**src/rtl/store_pkg.sv**
```systemverilog
`default_nettype none
// ============================================================================
// Module : store_pkg
// Brief  : Shared definitions for the store path: store-size encodings,
//          store FSM state encoding and the byte-offset width helper.
// Rev    : 1.0  initial release
// ============================================================================
package store_pkg;

  // Store size encodings as presented by the control unit
  localparam logic [1:0] SZ_WORD = 2'b00;
  localparam logic [1:0] SZ_HALF = 2'b01;
  localparam logic [1:0] SZ_BYTE = 2'b10;
  localparam logic [1:0] SZ_RSVD = 2'b11;

  typedef enum logic [2:0] {
    ST_IDLE = 3'd0,
    ST_RD   = 3'd1,
    ST_WAIT = 3'd2,
    ST_WR   = 3'd3,
    ST_ERR  = 3'd4
  } state_e;

  // Number of byte-offset bits inside one memory word (log2 of bytes/word)
  function automatic int ofs_bits(input int data_w);
    return (data_w == 64) ? 3 : 2;
  endfunction

endpackage : store_pkg
`default_nettype wire

```
**src/rtl/byte_lane_merge.sv**
```systemverilog
`default_nettype none
// ============================================================================
// Module : byte_lane_merge
// Brief  : Combinational byte-lane merger. Places the low bytes of new_data
//          into old_word starting at byte lane ofs (little-endian); all other
//          lanes pass through. Word size replaces the whole word.
// Ports  : old_word_i  word read back from memory
//          new_data_i  store source data (low bytes used for half/byte)
//          size_i      store size encoding (store_pkg SZ_*)
//          ofs_i       starting byte lane
//          merged_o    merged word
// Rev    : 1.0  initial release
// ============================================================================
module byte_lane_merge
  import store_pkg::*;
#(
  parameter int DATA_W = 32
) (
  input  logic [DATA_W-1:0]           old_word_i,
  input  logic [DATA_W-1:0]           new_data_i,
  input  logic [1:0]                  size_i,
  input  logic [ofs_bits(DATA_W)-1:0] ofs_i,
  output logic [DATA_W-1:0]           merged_o
);

  localparam int NB = DATA_W / 8;

  always_comb begin
    merged_o = old_word_i;
    for (int b = 0; b < NB; b++) begin
      case (size_i)
        SZ_WORD: merged_o[b*8 +: 8] = new_data_i[b*8 +: 8];
        SZ_HALF: begin
          // A half that would run past the top lane is misaligned upstream
          if (b == int'(ofs_i))          merged_o[b*8 +: 8] = new_data_i[7:0];
          else if (b == int'(ofs_i) + 1) merged_o[b*8 +: 8] = new_data_i[15:8];
        end
        SZ_BYTE: begin
          if (b == int'(ofs_i)) merged_o[b*8 +: 8] = new_data_i[7:0];
        end
        default: ;
      endcase
    end
  end

endmodule : byte_lane_merge
`default_nettype wire

```
**src/rtl/store_merge_unit.sv**
```systemverilog
`default_nettype none
// ============================================================================
// Module : store_merge_unit
// Brief  : Sequential store path. Word stores are written directly; half and
//          byte stores read the aligned word, merge the new bytes into their
//          lanes and write the word back. Misaligned or reserved-size
//          requests are aborted with a one-cycle misalign_err pulse.
// Ports  : clk_i, reset_n_i           clock / async active-low reset
//          start_i                    request strobe (sampled in IDLE only)
//          store_size_i, addr_i,
//          b_data_i                   request size, byte address, source data
//          mem_rdata_i                memory read data (MEM_LAT after mem_rd)
//          mem_addr_o, mem_rd_o,
//          mem_wr_o, mem_wdata_o      memory interface
//          busy_o, done_o,
//          misalign_err_o             status
// Rev    : 1.0  initial release
// ============================================================================
module store_merge_unit
  import store_pkg::*;
#(
  parameter int DATA_W  = 32,
  parameter int ADDR_W  = 32,
  parameter int MEM_LAT = 1
) (
  input  logic              clk_i,
  input  logic              reset_n_i,
  input  logic              start_i,
  input  logic [1:0]        store_size_i,
  input  logic [ADDR_W-1:0] addr_i,
  input  logic [DATA_W-1:0] b_data_i,
  input  logic [DATA_W-1:0] mem_rdata_i,
  output logic [ADDR_W-1:0] mem_addr_o,
  output logic              mem_rd_o,
  output logic              mem_wr_o,
  output logic [DATA_W-1:0] mem_wdata_o,
  output logic              busy_o,
  output logic              done_o,
  output logic              misalign_err_o
);

  localparam int OFS   = ofs_bits(DATA_W);
  localparam int CNT_W = (MEM_LAT < 2) ? 1 : $clog2(MEM_LAT + 1);

  state_e              state_q, state_d;
  logic [1:0]          size_q;
  logic [OFS-1:0]      ofs_q;
  logic [DATA_W-1:0]   data_q;
  logic [DATA_W-1:0]   rdata_q;
  logic [ADDR_W-1:0]   mem_addr_q;
  logic [CNT_W-1:0]    cnt_q;

  logic [OFS-1:0]      ofs_in;
  logic                req_err;
  logic [DATA_W-1:0]   merged;

  assign ofs_in = addr_i[OFS-1:0];

  // Alignment check on the request being captured; the same values are
  // latched on this edge, so it is equivalent to checking the latched copy.
  always_comb begin
    req_err = 1'b0;
    case (store_size_i)
      SZ_WORD: req_err = (ofs_in != '0);
      SZ_HALF: req_err = addr_i[0];
      SZ_BYTE: req_err = 1'b0;
      default: req_err = 1'b1;
    endcase
  end

  always_comb begin
    state_d = state_q;
    case (state_q)
      ST_IDLE: begin
        if (start_i) begin
          if (req_err)                    state_d = ST_ERR;
          else if (store_size_i == SZ_WORD) state_d = ST_WR;
          else                            state_d = ST_RD;
        end
      end
      ST_RD:   state_d = ST_WAIT;
      ST_WAIT: if (cnt_q == CNT_W'(1)) state_d = ST_WR;
      ST_WR:   state_d = ST_IDLE;
      ST_ERR:  state_d = ST_IDLE;
      default: state_d = ST_IDLE;
    endcase
  end

  always_ff @(posedge clk_i or negedge reset_n_i) begin
    if (!reset_n_i) state_q <= ST_IDLE;
    else            state_q <= state_d;
  end

  always_ff @(posedge clk_i or negedge reset_n_i) begin
    if (!reset_n_i) begin
      size_q     <= '0;
      ofs_q      <= '0;
      data_q     <= '0;
      rdata_q    <= '0;
      mem_addr_q <= '0;
      cnt_q      <= '0;
    end else begin
      case (state_q)
        ST_IDLE: begin
          if (start_i) begin
            size_q <= store_size_i;
            ofs_q  <= ofs_in;
            data_q <= b_data_i;
            // Aborted requests never reach the bus, so mem_addr keeps the
            // address of the last real access.
            if (!req_err) mem_addr_q <= {addr_i[ADDR_W-1:OFS], {OFS{1'b0}}};
          end
        end
        ST_RD:   cnt_q <= CNT_W'(MEM_LAT);
        ST_WAIT: begin
          cnt_q <= cnt_q - CNT_W'(1);
          if (cnt_q == CNT_W'(1)) rdata_q <= mem_rdata_i;
        end
        default: ;
      endcase
    end
  end

  byte_lane_merge #(
    .DATA_W (DATA_W)
  ) u_merge (
    .old_word_i (rdata_q),
    .new_data_i (data_q),
    .size_i     (size_q),
    .ofs_i      (ofs_q),
    .merged_o   (merged)
  );

  // Strobes decode straight from the state so an async reset drops them at once
  assign busy_o         = (state_q != ST_IDLE);
  assign mem_rd_o       = (state_q == ST_RD);
  assign mem_wr_o       = (state_q == ST_WR);
  assign done_o         = (state_q == ST_WR);
  assign misalign_err_o = (state_q == ST_ERR);
  assign mem_addr_o     = mem_addr_q;
  assign mem_wdata_o    = (state_q == ST_WR) ? merged : '0;

endmodule : store_merge_unit
`default_nettype wire

```
**config.mk**
```make
export PLATFORM = sky130hd
export DESIGN_NAME = store_merge_unit
export DESIGN_NICKNAME = d
export VERILOG_FILES = /design/src/rtl/store_pkg.sv /design/src/rtl/byte_lane_merge.sv /design/src/rtl/store_merge_unit.sv
export SDC_FILE = /design/constraint.sdc
export NUM_CORES = 1
export LEC_CHECK = 0
export ABC_AREA = 0
export CORE_AREA = 8 8 154 84
export CTS_BUF_LIST = sky130_fd_sc_hd__clkbuf_4
export DETAILED_ROUTE_END_ITERATION = 8
export DIE_AREA = 0 0 162 92
export GPL_ROUTABILITY_DRIVEN = 0
export MAX_ROUTING_LAYER = met4
export PLACE_DENSITY_LB_ADDON = 0.2
export SYNTH_ARGS = -nofsm -noshare
export SYNTH_HDL_FRONTEND = slang
export SYNTH_SLANG_ARGS = --single-unit
```
**constraint.sdc**
```tcl
create_clock -name clk_i -period 4.09 [get_ports clk_i]
set_input_delay 0.6135 -clock clk_i [delete_from_list [all_inputs] [get_ports clk_i]]
set_output_delay 0.6135 -clock clk_i [all_outputs]
set_load 0.03 [all_outputs]
```
==> reports/results.ini <==
[yosys]
avgSynthCellArea_um2 = 11.8
post-synth-top-count-cell = dfrtp_1
synth_top_area_cell = dfrtp_1
synth_area_leaders = dfrtp_1 (47%), mux2_2 (17%), mux2_4 (8.3%)
yosysSeqAreaShare_pct = 46.8
syn_inst = 462
synth_edf_count = 0
synth_commonest_cells = dfrtp_1 (102), mux2_2 (82), o21ai_0 (63)
synth_cell_types = 41
ys_ff_latch = 102
synth_top_cell_area_share_pct = 46.8
synthFlopType = dfrtp_1
yosys_warnings = 0
syn_area_um2 = 5460
synth-async-reset-ratio_pct = 100

[critical_path]
timing.rr.end = mem_addr_o[3]$_DFFE_PN0P_
path_class = flop to output pin
critPathMaxFanout = 25
ff2ff_setup_slack_ns = 1.81
rr_worst_depth = 4
end_kind = output pin
cp-start-kind = flop
crit_arrival_ns = 3.22
r2r-start = state_q[1]$_DFFE_PN0P_
startpoint = state_q[2]$_DFFE_PN0P_
crit_required_ns = 3.48

[die]
pin_count = 170
die-area_um2 = 14900
die_w_um = 162
start_util_pct = 51.1
die_height_um = 92
core_um2 = 10700
rows = 27

[clocking]
htreeDepth = 3
cts_buffer_depth = 2
clk_pin_slew_ns = 0.16
post_cts_buffers = 0
clock_latency_ns = 0.46
clock-sinks = 102
cts-root-buf = clkbuf_4
cts_tree = yes
cts_resized = 0
cts_hold_repair.buffers = 0
cts_inserted_buffers = 9

[place]
io_buffers = 167
hpwlAfterDp_mm = 12.5
pre_cts_slack_ns = 0.845

[timing]
hold_viol = 0
finalCritPeriodShare_pct = 93.6
rsz0062_at_grt = false
setup_ws_ns = 0.260
drv_slew = 0
fin_setup_tns_ns = 0
fmax_ghz = 0.261
fin_skew_ns = 0.0124
max_slew_margin_pct = 31.7
timing.final.crit_period_ns = 3.83
worst_slew_pin_slew_ns = 1.02
finalSetupViolCount = 0

[global_routing]
globalRoute.totalOverflow = 0
grt_pass1_wl_mm = 26.2
grt_use_total_pct = 23.1
antenna_found_initial = 0
grt_max_degree = 51
grt_pass1_vias = 4671

[routing]
antenna_left = 0
wire_per_inst_um = 22.3
wirelength_mm = 17.0
drt_pass1_iterations = 6
num_vias = 4548
initialDrtViolationCount = 398
viasPerCell = 5.98
drc = 0

[pwr]
powerDensity_nw_per_um2 = 823
p_leak_nw = 2.95
peakVddDrop_mv = 0.384

[final_layout]
regArea_um2 = 2550
multi_input_area_um2 = 2670
final_net_count = 711
drive_gt1_share_pct = 24.9
area_growth_syn_to_layout_pct = 33.4
antenna_cells = 0
fillers = 812

[job]
drv_cap = 0

[outcome]
status = finished, final reports clean

[hold_path]
hp-class = input port to asynchronous set/reset pin

==> worst max-delay path: stages (launching register included) <==
cell             delay [ns]
dfrtp_1                0.51
nand3b_1               0.21
buf_4                  0.19
inv_1                  0.59
o21ai_0                0.26
a31oi_1                0.26
clkdlybuf4s50_1        0.71
==> cell usage in the layout, fill, tap and decap left out, types with 3 or more instances in the layout <==
cell type / instances
clkdlybuf4s50_1: 166
dfrtp_1: 102
mux2_2: 82
o21ai_0: 63
mux2_4: 30
a21oi_1: 17
nor2_1: 15
o22ai_1: 15
a2bb2oi_1: 15
nand2_1: 12
clkbuf_4: 11
buf_4: 11
or3_1: 8
o311ai_0: 8
o221a_2: 8
a31oi_1: 8
mux2i_1: 8
nor2b_1: 3
nand2b_1: 3
clkinv_4: 3
==> metal layers <==
metal	GRT usage (%)	share of wire, %
met1	31.8	45
met2	32.1	42
met3	7.63	11
met4	5.67	1.6
met5	-	0
==> worst max-delay path by stage <==
stage / end / slack (ns)
floorplan: mem_wdata_o[13] / 1.60
global placement: mem_wdata_o[23] / 1.01
detailed placement: mem_wdata_o[17] / 0.84
CTS: mem_wdata_o[17] / 0.28
global route: mem_wdata_o[17] / 0.11
finish: mem_wdata_o[17] / 0.26
==> state kept, by name, indices dropped and copies added (netlist names) <==
signal	count
cnt_q	1
data_q	32
mem_addr_o	30
ofs_q	2
rdata_q	32
size_q	2
state_q	3
==> metrics by stage <==
step	power [mW]	hold WS (ns)	cells	utilization [%]	cell area, um2
after global placement	5.38	0.490	744	67.1	7160
after floorplan	4.31	0.318	463	-	5460
after global routing	6.32	0.162	760	68.2	7280
after detailed placement	5.48	0.491	744	67.1	7160
after CTS	5.97	0.150	760	68.2	7280
final	5.99	0.149	760	68.2	7280
==> cell type report <==
class	count	share of cell area (%)
clock buffers	11	1.13
repair buffers	177	24.0
inverters	3	0.155
multi-input cells	317	36.7
clock inverters	5	0.499
well taps	145	2.49
flip-flops and latches	102	35.1
==> logic make-up (layout without fill, tap and decap cells) <==
family                   Yosys count  in the layout  synth area share (%)
flip-flops                       102            102                  46.8
other                              1              2                0.0687
multiplexers                     121            121                  26.9
buffers and inverters             44            196                  4.63
AND/OR/NAND/NOR                   53             53                  5.14
AO/OA/AOI/OAI                    140            140                  16.3
adder cells (fa/ha/maj)            1              1                 0.206
==> power breakdown <==
group | total [mW] | leakage (nW) | internal, mW | switching, mW
Sequential | 2.09 | 1.21 | 1.52 | 0.569
Combinational | 3.43 | 1.67 | 1.71 | 1.72
Clock | 0.475 | 0.0708 | 0.141 | 0.334
No activity file was read; power rests on OpenSTA's default activity.
